[src/rtl/rocc_decoupler_pkg.sv]
// Shared RoCC field offsets and FIFO entry layouts for the command/response decoupler.
package rocc_decoupler_pkg;

  localparam int ROCC_XLEN       = 64;
  localparam int ROCC_REG_W      = 5;
  localparam int ROCC_INST_W     = 32;

  localparam int ROCC_FUNCT_LSB  = 25;
  localparam int ROCC_RS2_LSB    = 20;
  localparam int ROCC_RS1_LSB    = 15;
  localparam int ROCC_XD_BIT     = 14;
  localparam int ROCC_XS1_BIT    = 13;
  localparam int ROCC_XS2_BIT    = 12;
  localparam int ROCC_RD_LSB     = 7;
  localparam int ROCC_OPCODE_LSB = 0;

  // Entry layouts are sized by ROCC_XLEN; the decoupler's XLEN must match it.
  typedef struct packed {
    logic [ROCC_INST_W-1:0] inst;
    logic [ROCC_XLEN-1:0]   rs1;
    logic [ROCC_XLEN-1:0]   rs2;
  } rocc_cmd_t;

  typedef struct packed {
    logic [ROCC_REG_W-1:0] rd;
    logic [ROCC_XLEN-1:0]  data;
  } rocc_resp_t;

endpackage

[src/rtl/rocc_sync_fifo.sv]
// Single-clock FIFO with registered occupancy; head is read straight from storage (no flow-through).
module rocc_sync_fifo #(
  parameter int WIDTH = 8,
  parameter int DEPTH = 4
) (
  input  logic             clock,
  input  logic             reset,
  input  logic             push,
  input  logic [WIDTH-1:0] push_data,
  input  logic             pop,
  output logic             full,
  output logic             empty,
  output logic [WIDTH-1:0] head
);

  localparam int AW = $clog2(DEPTH);
  localparam int CW = $clog2(DEPTH + 1);

  logic [WIDTH-1:0] mem [DEPTH];
  logic [AW-1:0]    wr_ptr;
  logic [AW-1:0]    rd_ptr;
  logic [CW-1:0]    count;
  logic             do_push;
  logic             do_pop;

  assign full    = (count == CW'(DEPTH));
  assign empty   = (count == '0);
  assign do_push = push && !full;
  assign do_pop  = pop && !empty;
  assign head    = mem[rd_ptr];

  // Pointers wrap naturally because DEPTH is a power of two.
  always_ff @(posedge clock) begin
    if (reset) begin
      wr_ptr <= '0;
      rd_ptr <= '0;
      count  <= '0;
    end else begin
      if (do_push) wr_ptr <= wr_ptr + AW'(1);
      if (do_pop)  rd_ptr <= rd_ptr + AW'(1);
      case ({do_push, do_pop})
        2'b10:   count <= count + CW'(1);
        2'b01:   count <= count - CW'(1);
        default: count <= count;
      endcase
    end
  end

  // NOTE: storage is deliberately not reset; count alone decides what is visible.
  always_ff @(posedge clock) begin
    if (do_push) mem[wr_ptr] <= push_data;
  end

endmodule

[src/rtl/rocc_cmd_resp_decoupler.sv]
// Decouples a core RoCC port from an accelerator with one FIFO per direction,
// bounds in-flight xd=1 commands, aggregates busy and flags stray responses.
module rocc_cmd_resp_decoupler
  import rocc_decoupler_pkg::*;
#(
  parameter int XLEN            = ROCC_XLEN,
  parameter int CMD_DEPTH       = 4,
  parameter int RESP_DEPTH      = 4,
  parameter int MAX_OUTSTANDING = 4
) (
  input  logic            clock,
  input  logic            reset,

  input  logic            core_cmd_valid,
  output logic            core_cmd_ready,
  input  logic [31:0]     core_cmd_inst,
  input  logic [XLEN-1:0] core_cmd_rs1,
  input  logic [XLEN-1:0] core_cmd_rs2,

  output logic            acc_cmd_valid,
  input  logic            acc_cmd_ready,
  output logic [31:0]     acc_cmd_inst,
  output logic [XLEN-1:0] acc_cmd_rs1,
  output logic [XLEN-1:0] acc_cmd_rs2,

  input  logic            acc_resp_valid,
  output logic            acc_resp_ready,
  input  logic [4:0]      acc_resp_rd,
  input  logic [XLEN-1:0] acc_resp_data,

  output logic            core_resp_valid,
  input  logic            core_resp_ready,
  output logic [4:0]      core_resp_rd,
  output logic [XLEN-1:0] core_resp_data,

  input  logic            acc_busy,
  output logic            core_busy,
  output logic            err_stray_resp
);

  localparam int OW = $clog2(MAX_OUTSTANDING + 1);

  rocc_cmd_t  cmd_in, cmd_head;
  rocc_resp_t resp_in, resp_head;

  logic          cmd_full, cmd_empty, cmd_push, cmd_pop;
  logic          resp_full, resp_empty, resp_push, resp_pop;
  logic          acc_accept, xd_push, cmd_xd;
  logic [OW-1:0] outstanding;
  logic [OW-1:0] pending;

  assign cmd_xd         = core_cmd_inst[ROCC_XD_BIT];
  assign core_cmd_ready = !cmd_full && !(cmd_xd && (outstanding == OW'(MAX_OUTSTANDING)));
  assign cmd_push       = core_cmd_valid && core_cmd_ready;
  assign xd_push        = cmd_push && cmd_xd;

  assign cmd_in.inst = core_cmd_inst;
  assign cmd_in.rs1  = core_cmd_rs1;
  assign cmd_in.rs2  = core_cmd_rs2;

  assign acc_cmd_valid = !cmd_empty;
  assign cmd_pop       = acc_cmd_valid && acc_cmd_ready;
  assign acc_cmd_inst  = cmd_head.inst;
  assign acc_cmd_rs1   = cmd_head.rs1;
  assign acc_cmd_rs2   = cmd_head.rs2;

  rocc_sync_fifo #(
    .WIDTH ($bits(rocc_cmd_t)),
    .DEPTH (CMD_DEPTH)
  ) u_cmd_fifo (
    .clock     (clock),
    .reset     (reset),
    .push      (cmd_push),
    .push_data (cmd_in),
    .pop       (cmd_pop),
    .full      (cmd_full),
    .empty     (cmd_empty),
    .head      (cmd_head)
  );

  // Stray responses are still handshaken so the accelerator never stalls on them.
  assign acc_resp_ready = !resp_full;
  assign acc_accept     = acc_resp_valid && acc_resp_ready;
  assign resp_push      = acc_accept && (pending != '0);

  assign resp_in.rd   = acc_resp_rd;
  assign resp_in.data = acc_resp_data;

  assign core_resp_valid = !resp_empty;
  assign resp_pop        = core_resp_valid && core_resp_ready;
  assign core_resp_rd    = resp_head.rd;
  assign core_resp_data  = resp_head.data;

  rocc_sync_fifo #(
    .WIDTH ($bits(rocc_resp_t)),
    .DEPTH (RESP_DEPTH)
  ) u_resp_fifo (
    .clock     (clock),
    .reset     (reset),
    .push      (resp_push),
    .push_data (resp_in),
    .pop       (resp_pop),
    .full      (resp_full),
    .empty     (resp_empty),
    .head      (resp_head)
  );

  assign core_busy = !cmd_empty || (outstanding != '0) || acc_busy;

  // outstanding retires when the core takes the response; pending when the accelerator delivers it.
  always_ff @(posedge clock) begin
    if (reset) begin
      outstanding    <= '0;
      pending        <= '0;
      err_stray_resp <= 1'b0;
    end else begin
      case ({xd_push, resp_pop})
        2'b10:   outstanding <= outstanding + OW'(1);
        2'b01:   outstanding <= outstanding - OW'(1);
        default: outstanding <= outstanding;
      endcase
      case ({xd_push, resp_push})
        2'b10:   pending <= pending + OW'(1);
        2'b01:   pending <= pending - OW'(1);
        default: pending <= pending;
      endcase
      err_stray_resp <= acc_accept && (pending == '0);
    end
  end

endmodule

[config.mk]
export PLATFORM = sky130hd
export DESIGN_NAME = rocc_cmd_resp_decoupler
export DESIGN_NICKNAME = d
export VERILOG_FILES = /design/src/rtl/rocc_decoupler_pkg.sv /design/src/rtl/rocc_sync_fifo.sv /design/src/rtl/rocc_cmd_resp_decoupler.sv
export SDC_FILE = /design/constraint.sdc
export NUM_CORES = 1
export LEC_CHECK = 0
export CORE_MARGIN = 5
export CORE_UTILIZATION = 45
export DETAILED_ROUTE_END_ITERATION = 10
export PLACE_DENSITY_LB_ADDON = 0.3
export SYNTH_ARGS = -nofsm -noshare
export SYNTH_HDL_FRONTEND = slang
export SYNTH_HIERARCHICAL = 1
export SYNTH_SLANG_ARGS = --single-unit
[constraint.sdc]
create_clock -name clock -period 6 [get_ports clock]
set_clock_uncertainty 0.2 [all_clocks]
set_input_delay 1.2 -clock clock [delete_from_list [all_inputs] [get_ports clock]]
set_output_delay 1.2 -clock clock [all_outputs]
set_load 0.05 [all_outputs]
==> impl_metrics.py, run 1 <==
metrics = {
    "global_route": {
        "grt_usage_pct": 17.7,
        "grt_pass1_wl_um": 109000,
        "gr-total-overflow": 0,
        "grt_pass1_vias": 17041,
        "antenna_found_initial": 30,
        "grt_max_degree": 77,
    },
    "worst_setup_path": {
        "critical_path.max_stage_delay_ns": 0.91,
        "crit_path_start_kind": "register",
        "crit_arrival_ns": 3.36,
        "r2r_cells": 8,
        "crit_fanout": 40,
        "cp_num_cells": 3,
        "path_cells": "buf_4 -> mux4_2 -> clkdlybuf4s50_1",
        "worstPathRequired_ns": 4.60,
        "slowest_stage": "dfxtp_4",
        "critical_path_class": "register to primary output",
        "worst_setup_path_end_kind": "primary output",
        "path_buf_inv": 2,
        "cp_top_family": "buffers and inverters",
    },
    "logic_synthesis": {
        "yosysUniqueCellTypes": 29,
        "yosysSeqAreaShare_pct": 81.5,
        "synthArstFlopShare_pct": 0,
        "syn_area_per_cell_um2": 25.3,
        "synth_flop_cell": "edfxtp_1",
        "synthCells": 1357,
        "synth_fp_nets": 1609,
        "synth_area_um2": 34400,
        "ys_warn_count": 6,
        "synth_edf_count": 916,
        "ys_ff_latch": 941,
    },
    "power": {
        "p_sw_share_pct": 30.6,
        "irDropWorstVdd_uv": 309,
        "power_leakage_nw": 13.7,
        "p_sw_mw": 5.80,
        "p_seq_share_pct": 43.2,
        "power.density_nw_per_um2": 435,
        "pwr-share-comb_pct": 26.0,
        "clkPwrFrac_pct": 30.8,
        "p_int_mw": 13.1,
    },
    "cells_and_area": {
        "syn_to_final_growth_pct": 26.5,
        "fin_area_um2": 43500,
        "final_common_cell": "edfxtp_1",
        "fin_cells": 2968,
        "drive_gt1_share_pct": 20.5,
        "final_nets": 2152,
        "layout_common_cells": "916 x edfxtp_1, 470 x clkdlybuf4s50_1, 229 x mux4_2, 97 x clkbuf_16, 26 x inv_1",
    },
    "floorplanning": {
        "die_y_um": 286,
        "dieArea_um2": 82000,
        "rows": 101,
        "initial_core_util_pct": 45.3,
        "core-area_um2": 75800,
        "ios": 471,
        "die_w_um": 286,
    },
    "sta": {
        "slew_headroom_pct": 22.1,
        "worst_slew_pin_slew_ns": 1.17,
        "fin_crit_ns": 4.76,
        "slew_violations": 0,
        "setup_viol": 0,
        "fin_tns_setup_ns": 0,
        "period_share_pct": 79.4,
        "hold_violations": 0,
        "fmax_mhz": 210,
        "rsz0062_at_grt": "false",
    },
    "clock_tree": {
        "clock_latency_ns": 0.63,
        "htree_levels": 3,
        "tritoncts": "yes",
        "clock-sinks": 941,
        "cts_resized": 0,
        "cts_hold_buf": 0,
        "cts.reportedPaths.clkPinSlew_ns": 0.06,
        "post_cts_buffers": 0,
        "cts_buffer_depth": 3,
        "cts_buffers": 97,
        "cts-root-buf": "clkbuf_16",
    },
    "drt": {
        "drc": 0,
        "vias_per_cell": 5.33,
        "dr.pass1.iters": 5,
        "routed_wl_um": 73400,
        "route.vias.total": 15807,
        "routedWlPerCell_um": 24.7,
        "drt_iter0_markers": 1131,
        "drtAntennaViolNets": 0,
    },
    "worst_hold_path": {
        "holdPathStages": 2,
        "hold_path.class": "register to register",
    },
    "placed_design": {
        "gp_congestion": 0.734,
        "post-dp-hpwl_um": 46200,
        "placed_area_um2": 40300,
        "dp_cells": 2779,
        "numPortBuffers": 470,
    },
    "job": {
        "maxCapViolations": 0,
    },
    "status": {
        "status": "completed",
    },
}
==> flip-flops by register name, summed over array words and instances (netlist names), named ones only <==
signal              count
pending                 3
err_stray_resp          1
outstanding             3
u_resp_fifo/wr_ptr      2
u_cmd_fifo/wr_ptr       2
u_cmd_fifo/rd_ptr       2
u_cmd_fifo/mem        640
u_resp_fifo/rd_ptr      2
u_resp_fifo/mem       276
u_cmd_fifo/count        3
u_resp_fifo/count       3
==> through the flow <==
stage	util (%)	hold slack, ns	power [mW]	setup slack [ns]
floorplan	-	0.253	11.5	1.56
global placement	53.2	0.261	13.2	1.44
detailed placement	53.2	0.299	13.3	1.52
CTS	57.3	0.295	19.2	1.08
global route	57.3	0.334	19.7	0.982
finish	57.4	0.295	18.9	1.24
==> Yosys cell counts (all sizes together), types with 8 or more instances <==
| cell | count | area (µm²) |
|---|---|---|
| edfxtp | 916 | 27500 |
| mux4 | 229 | 5160 |
| buf | 43 | 330 |
| inv | 26 | 97.6 |
| dfxtp | 25 | 500 |
| nor2 | 21 | 78.8 |
| a21oi | 12 | 60.1 |
| ha | 12 | 150 |
| clkbuf | 11 | 41.3 |
| xor2 | 10 | 87.6 |
| and2 | 8 | 50.1 |
| o21ai | 8 | 40.0 |
| or3 | 8 | 50.1 |
==> area by class of cell <==
class	instances	area [µm²]
antenna	10	25.0
sequential	941	28000
multi-input combinational	336	5930
clock inverter	61	617
inverter	26	97.6
clock buffer	118	2510
tap	978	1220
timing repair buffer	498	5080
fill	5499	32300
==> power groups by stage <==
stage | sequential [mW] | combinational, mW | clock, mW
6_report | 8.18 | 4.92 | 5.82
5_1_grt | 8.23 | 5.16 | 6.29
4_1_cts | 8.19 | 5.02 | 5.98
3_5_place_dp | 8.32 | 4.99 | 0
3_3_place_gp | 8.27 | 4.98 | 0
2_1_floorplan | 8.24 | 3.30 | 0
==> path summary, 6_finish.rpt <==
path                                            start                     end  slack [ns]
worst min-delay path            u_resp_fifo/rd_ptr[1]                register        0.30
worst max-delay path                         register        acc_cmd_inst[28]        1.24
worst min register to register  u_resp_fifo/rd_ptr[1]                register        0.30
worst max register to register   u_resp_fifo/count[0]  u_resp_fifo/mem[3][27]        2.91
==> cells by family after synthesis <==
group / after synthesis / share of synthesized area (%)
flops: 941 / 81.5
mux: 231 / 15.1
buf+inv: 80 / 1.36
fa+ha+maj: 16 / 0.670
compound gates: 24 / 0.378
xor+xnor: 10 / 0.255
simple gates: 55 / 0.822
==> worst register-to-register path: stages (launching register included) <==
cell and delay [ns]:
dfxtp_1 0.42, nor3b_1 0.12, inv_1 0.14, nand2_1 0.09, nor2_1 0.15, inv_1 0.08, nor2_1 0.31, and2_2 0.71
buf_4 0.51
==> layer usage <==
layer	GRT usage, %	vias up	routed length [µm]
met3	7.57	147	7360
met2	28.5	551	36200
li1	-	6893	-
met4	4.63	34	1700
met1	22.5	8182	27900
met5	0	-	226
Power figures use the tool's default switching activity.
==> run 2, diff against run 1 <==
- clock period: 6 -> 4.25 ns (I/O delays scaled with it)
==> run 2 against run 1 <==
  * Global-route usage about the same
  * Cell count up 0.77%
  * Hold slack worse by 0.0063 ns
  * Sequential share of layout area down 0.52 points
  * Routed wire length about the same
  * Count of clock-buffer cells in the layout down 3
  * Final area up 0.82%
  * Sequential power up 41%
  * Power up 41%
  * Critical endpoint is now acc_cmd_rs2[38]
  * Highest routed layer unchanged
==> impl_metrics.py, run 2 (synthesis results as in run 1) <==
metrics = {
    "sta": {
        "whs_ns": 0.289,
        "setup_viol": 0,
        "slew_violations": 0,
        "worst_slew_pin_slew_ns": 0.973,
        "fmax_mhz": 250,
        "fin_tns_setup_ns": 0,
        "period_share_pct": 94.2,
        "rsz0062_at_grt": "false",
        "fin_crit_ns": 4.01,
        "slew_headroom_pct": 34.9,
        "hold_violations": 0,
    },
    "power": {
        "power.density_nw_per_um2": 609,
        "power_leakage_nw": 13.8,
        "total_power_mw": 26.7,
        "irDropWorstVdd_uv": 546,
    },
    "clock_tree": {
        "cts_buffer_depth": 3,
        "cts_buffers": 95,
        "clock_latency_ns": 0.64,
        "cts_hold_buf": 0,
        "htree_levels": 3,
        "tritoncts": "yes",
        "cts-root-buf": "clkbuf_16",
        "cts_resized": 0,
        "clock-sinks": 941,
        "cts.reportedPaths.clkPinSlew_ns": 0.06,
        "post_cts_buffers": 0,
    },
    "worst_setup_path": {
        "critical_path.max_stage_delay_ns": 0.81,
        "crit_path_start_kind": "register",
        "slowest_stage": "clkdlybuf4s50_1",
        "cp_top_family": "buffers and inverters",
        "path_buf_inv": 2,
        "worst_setup_path_end_kind": "primary output",
        "crit_fanout": 19,
        "worstPathRequired_ns": 3.20,
        "path_cells": "buf_4 -> mux4_2 -> clkdlybuf4s50_1",
        "critical_path_class": "register to primary output",
        "r2r_cells": 13,
        "r2r_start": "u_resp_fifo/count[2]",
        "crit_arrival_ns": 2.96,
        "r2r-end": "u_resp_fifo/count[2]",
        "rrSetupSlack_ns": 1.19,
    },
    "placed_design": {
        "gp_congestion": 0.760,
        "numPortBuffers": 470,
        "post-dp-hpwl_um": 48400,
        "dp_cells": 2804,
    },
    "cells_and_area": {
        "regMostFlops": "u_cmd_fifo/mem",
        "syn_to_final_growth_pct": 27.5,
        "fin_util_pct": 57.8,
        "final_nets": 2175,
        "final_common_cell": "edfxtp_1",
        "fin_cells": 2991,
        "largest_reg_flops": 640,
        "layout_common_cells": "916 x edfxtp_1, 470 x clkdlybuf4s50_1, 229 x mux4_2, 95 x clkbuf_16, 32 x buf_12",
        "reg_top3": "u_cmd_fifo/mem (640), u_resp_fifo/mem (276)",
        "drive_gt1_share_pct": 21.4,
    },
    "global_route": {
        "grt_pass1_wl_um": 109000,
        "antenna_found_initial": 26,
        "gr-total-overflow": 0,
        "grt_usage_pct": 17.8,
        "grt_max_degree": 48,
        "grt_pass1_vias": 17080,
    },
    "worst_hold_path": {
        "hp-start": "u_resp_fifo/rd_ptr[1]",
        "holdPathStages": 2,
        "hold_path.class": "register to register",
    },
    "job": {
        "maxCapViolations": 0,
    },
    "floorplanning": {
        "die_y_um": 286,
        "ios": 471,
        "core-area_um2": 75800,
        "die_w_um": 286,
        "dieArea_um2": 82000,
        "rows": 101,
        "initial_core_util_pct": 45.3,
    },
    "drt": {
        "drc": 0,
        "vias_per_cell": 5.30,
        "drtAntennaViolNets": 0,
        "drt_iter0_markers": 1086,
        "dr.pass1.iters": 5,
        "routedWlPerCell_um": 24.6,
        "route.vias.total": 15854,
        "routed_wl_um": 73500,
    },
    "status": {
        "status": "completed",
    },
}
-- run 2: cell types whose count changed in the layout (fill, tap and decap cells not counted), sizes merged --
| cell | delta |
|---|---|
| buf | +25 |
| bufinv | -1 |
| clkbuf | -3 |
| clkinv | -6 |
| clkinvlp | +5 |
| diode | +1 |
| inv | +2 |
-- run 2: layout make-up --
cell class | instances | area, µm²
Fill cell | 5371 | 32000
Sequential cell | 941 | 28000
Multi-Input combinational cell | 336 | 5930
Timing Repair Buffer | 523 | 5500
Clock buffer | 115 | 2450
Tap cell | 978 | 1220
Clock inverter | 61 | 599
Inverter | 26 | 97.6
Antenna cell | 11 | 27.5
-- run 2: worst max-delay path by stage --
stage                       from                     to  slack, ns  cells past startpoint
2_1_floorplan     core_cmd_valid   u_cmd_fifo/mem[0][0]       0.16                      5
3_3_place_gp   core_cmd_inst[14]  u_cmd_fifo/mem[2][17]       0.66                      6
3_5_place_dp   core_cmd_inst[14]  u_cmd_fifo/mem[2][67]       0.67                      6
4_1_cts                 register         acc_cmd_rs1[4]       0.15                      3
5_1_grt                 register        acc_cmd_rs1[46]       0.07                      3
6_report                register        acc_cmd_rs2[38]       0.24                      3
-- run 2: layer usage --
layer  part of all wire, %  global-route usage, %  vias up
met3                    10                   7.29      126
met4                   2.0                   4.91       28
met5                  0.25                      0        -
met2                    49                   28.5      483
li1                      -                      -     6953
met1                    39                   22.7     8264
-- run 2: where the power goes --
part	leakage [nW]	internal (mW)	total (mW)	switching, mW
sequential	8.57	11.2	11.5	0.248
combinational	3.73	2.62	7.17	4.56
clock	1.48	4.64	8.08	3.44
-- run 2: worst min-delay path: stages (launching register included) --
cell and delay (ns):
dfxtp_1 0.30, o21ai_0 0.07, a21oi_1 0.07
-- run 2: stage by stage --
step                      worst slack [ns]  instance area, µm²
after floorplan                      0.157               34400
after global placement               0.660               40800
after detailed placement             0.667               40800
after CTS                            0.146               43800
after global routing                0.0684               43800
final                                0.244               43800
==> run 3, diff against run 2 <==
- PLACE_DENSITY_LB_ADDON: 0.3 -> 0.15
==> run 3 against run 2 <==
  * Combinational power is essentially flat
  * Cell count shrank 0.27%
  * Power is essentially flat
  * Global-route usage is essentially flat
  * First-iteration DRC count shrank 15%
  * Die area is the same
  * Critical path type unchanged
==> impl_metrics.py, run 3 (synthesis results as in run 1) <==
metrics = {
    "power": {
        "pwr-share-comb_pct": 26.7,
        "total_power_mw": 26.7,
        "power_leakage_nw": 13.8,
        "p_int_mw": 18.5,
        "p_sw_mw": 8.22,
        "p_seq_share_pct": 42.9,
        "irDropWorstVdd_uv": 505,
        "p_sw_share_pct": 30.7,
        "clkPwrFrac_pct": 30.4,
        "power.density_nw_per_um2": 611,
    },
    "worst_setup_path": {
        "path_cells": "buf_12 -> buf_4 -> mux4_2 -> clkdlybuf4s50_1",
        "r2r_start": "u_cmd_fifo/count[0]",
        "r2r-end": "u_cmd_fifo/count[2]",
        "worst_setup_path_end_kind": "primary output",
        "crit_arrival_ns": 2.95,
        "rrSetupSlack_ns": 1.12,
        "critical_path_class": "register to primary output",
        "crit_fanout": 19,
        "r2r_cells": 12,
        "worstPathRequired_ns": 3.20,
        "path_buf_inv": 3,
        "critical_path.max_stage_delay_ns": 0.78,
        "cp_top_family": "buffers and inverters",
        "crit_path_start_kind": "register",
        "slowest_stage": "clkdlybuf4s50_1",
    },
    "worst_hold_path": {
        "hold_path.class": "register to register",
        "holdPathStages": 2,
        "hp-start": "u_cmd_fifo/rd_ptr[1]",
    },
    "drt": {
        "routedWlPerCell_um": 24.5,
        "routed_wl_um": 73100,
        "vias_per_cell": 5.29,
        "drt_iter0_markers": 921,
        "drc": 0,
        "route.vias.total": 15777,
        "drtAntennaViolNets": 0,
        "dr.pass1.iters": 5,
    },
    "clock_tree": {
        "htree_levels": 3,
        "cts-root-buf": "clkbuf_16",
        "cts_resized": 0,
        "tritoncts": "yes",
        "cts_buffer_depth": 3,
        "cts_hold_buf": 0,
        "post_cts_buffers": 0,
        "cts_buffers": 96,
        "clock-sinks": 941,
        "clock_latency_ns": 0.63,
        "cts.reportedPaths.clkPinSlew_ns": 0.06,
    },
    "sta": {
        "worst_slew_pin_slew_ns": 0.990,
        "fmax_mhz": 250,
        "slew_violations": 0,
        "fin_tns_setup_ns": 0,
        "setup_viol": 0,
        "fin_crit_ns": 4.00,
        "slew_headroom_pct": 33.8,
        "hold_violations": 0,
        "rsz0062_at_grt": "false",
        "period_share_pct": 94.1,
    },
    "cells_and_area": {
        "regMostFlops": "u_cmd_fifo/mem",
        "syn_to_final_growth_pct": 27.4,
        "fin_util_pct": 57.8,
        "final_common_cell": "edfxtp_1",
        "layout_common_cells": "916 x edfxtp_1, 470 x clkdlybuf4s50_1, 229 x mux4_2, 96 x clkbuf_16, 31 x buf_12",
        "reg_top3": "u_cmd_fifo/mem (640), u_resp_fifo/mem (276)",
        "final_nets": 2166,
        "fin_area_um2": 43800,
        "largest_reg_flops": 640,
        "drive_gt1_share_pct": 21.4,
    },
    "floorplanning": {
        "initial_core_util_pct": 45.3,
        "dieArea_um2": 82000,
        "rows": 101,
        "ios": 471,
        "die_y_um": 286,
        "die_w_um": 286,
        "core-area_um2": 75800,
    },
    "global_route": {
        "antenna_found_initial": 17,
        "grt_usage_pct": 17.7,
        "grt_max_degree": 70,
        "gr-total-overflow": 0,
        "grt_pass1_vias": 17159,
        "grt_pass1_wl_um": 109000,
    },
    "job": {
        "maxCapViolations": 0,
    },
    "status": {
        "status": "completed",
    },
    "placed_design": {
        "placed_area_um2": 40700,
        "gp_congestion": 0.748,
        "numPortBuffers": 470,
        "post-dp-hpwl_um": 48100,
    },
}
==> run 3: power by group through the flow <==
stage	Combinational [mW]	Clock (mW)	Sequential, mW
3_3_place_gp	7.27	0	11.6
4_1_cts	7.30	8.37	11.5
6_report	7.15	8.14	11.5
2_1_floorplan	4.65	0	11.6
5_1_grt	7.51	8.80	11.5
3_5_place_dp	7.26	0	11.7
==> run 3: how the worst max path moves through the flow <==
| stage | start | end | depth (start not counted) | slack (ns) |
|---|---|---|---|---|
| 6_report | register | acc_cmd_rs2[15] | 4 | 0.25 |
| 2_1_floorplan | core_cmd_valid | u_cmd_fifo/mem[0][0] | 5 | 0.16 |
| 3_3_place_gp | core_cmd_inst[14] | u_cmd_fifo/mem[2][43] | 6 | 0.36 |
| 4_1_cts | register | acc_cmd_rs1[57] | 3 | 0.13 |
| 5_1_grt | register | acc_cmd_rs2[15] | 4 | 0.08 |
| 3_5_place_dp | core_cmd_inst[14] | u_cmd_fifo/count[2] | 11 | 0.30 |
==> run 3: per-layer routing <==
layer / global-route usage (%) / vias to the layer above / wire (µm)
met5: 0 / - / 69
met4: 4.98 / 10 / 1710
met3: 6.41 / 120 / 6080
met2: 29.5 / 442 / 37300
met1: 22.2 / 8283 / 28000
li1: - / 6922 / -
==> run 3: layout make-up <==
cell class	instances	area [µm²]
fill	5511	32000
sequential	941	28000
multi-input combinational	336	5920
timing repair buffer	513	5420
clock buffer	112	2470
tap	978	1220
clock inverter	66	627
inverter	26	97.6
antenna	11	27.5
==> run 3: stage by stage <==
| step | hold WS [ns] | worst slack (ns) | instances |
|---|---|---|---|
| floorplan | 0.253 | 0.157 | 1357 |
| global placement | 0.258 | 0.355 | 2794 |
| detailed placement | 0.269 | 0.301 | 2794 |
| CTS | 0.282 | 0.131 | 2972 |
| global route | 0.327 | 0.0843 | 2974 |
| finish | 0.284 | 0.250 | 2983 |
==> run 3: worst register-to-register path, stage by stage (launching register included) <==
cell      delay, ns
dfxtp_1        0.43
nor3b_1        0.09
buf_4          0.16
a311oi_1       0.45
inv_1          0.13
nor2_1         0.43
inv_1          0.10
ha_1           0.24
inv_1          0.07
fa_1           0.17
xor2_1         0.07
or3_1          0.30
a21oi_1        0.18
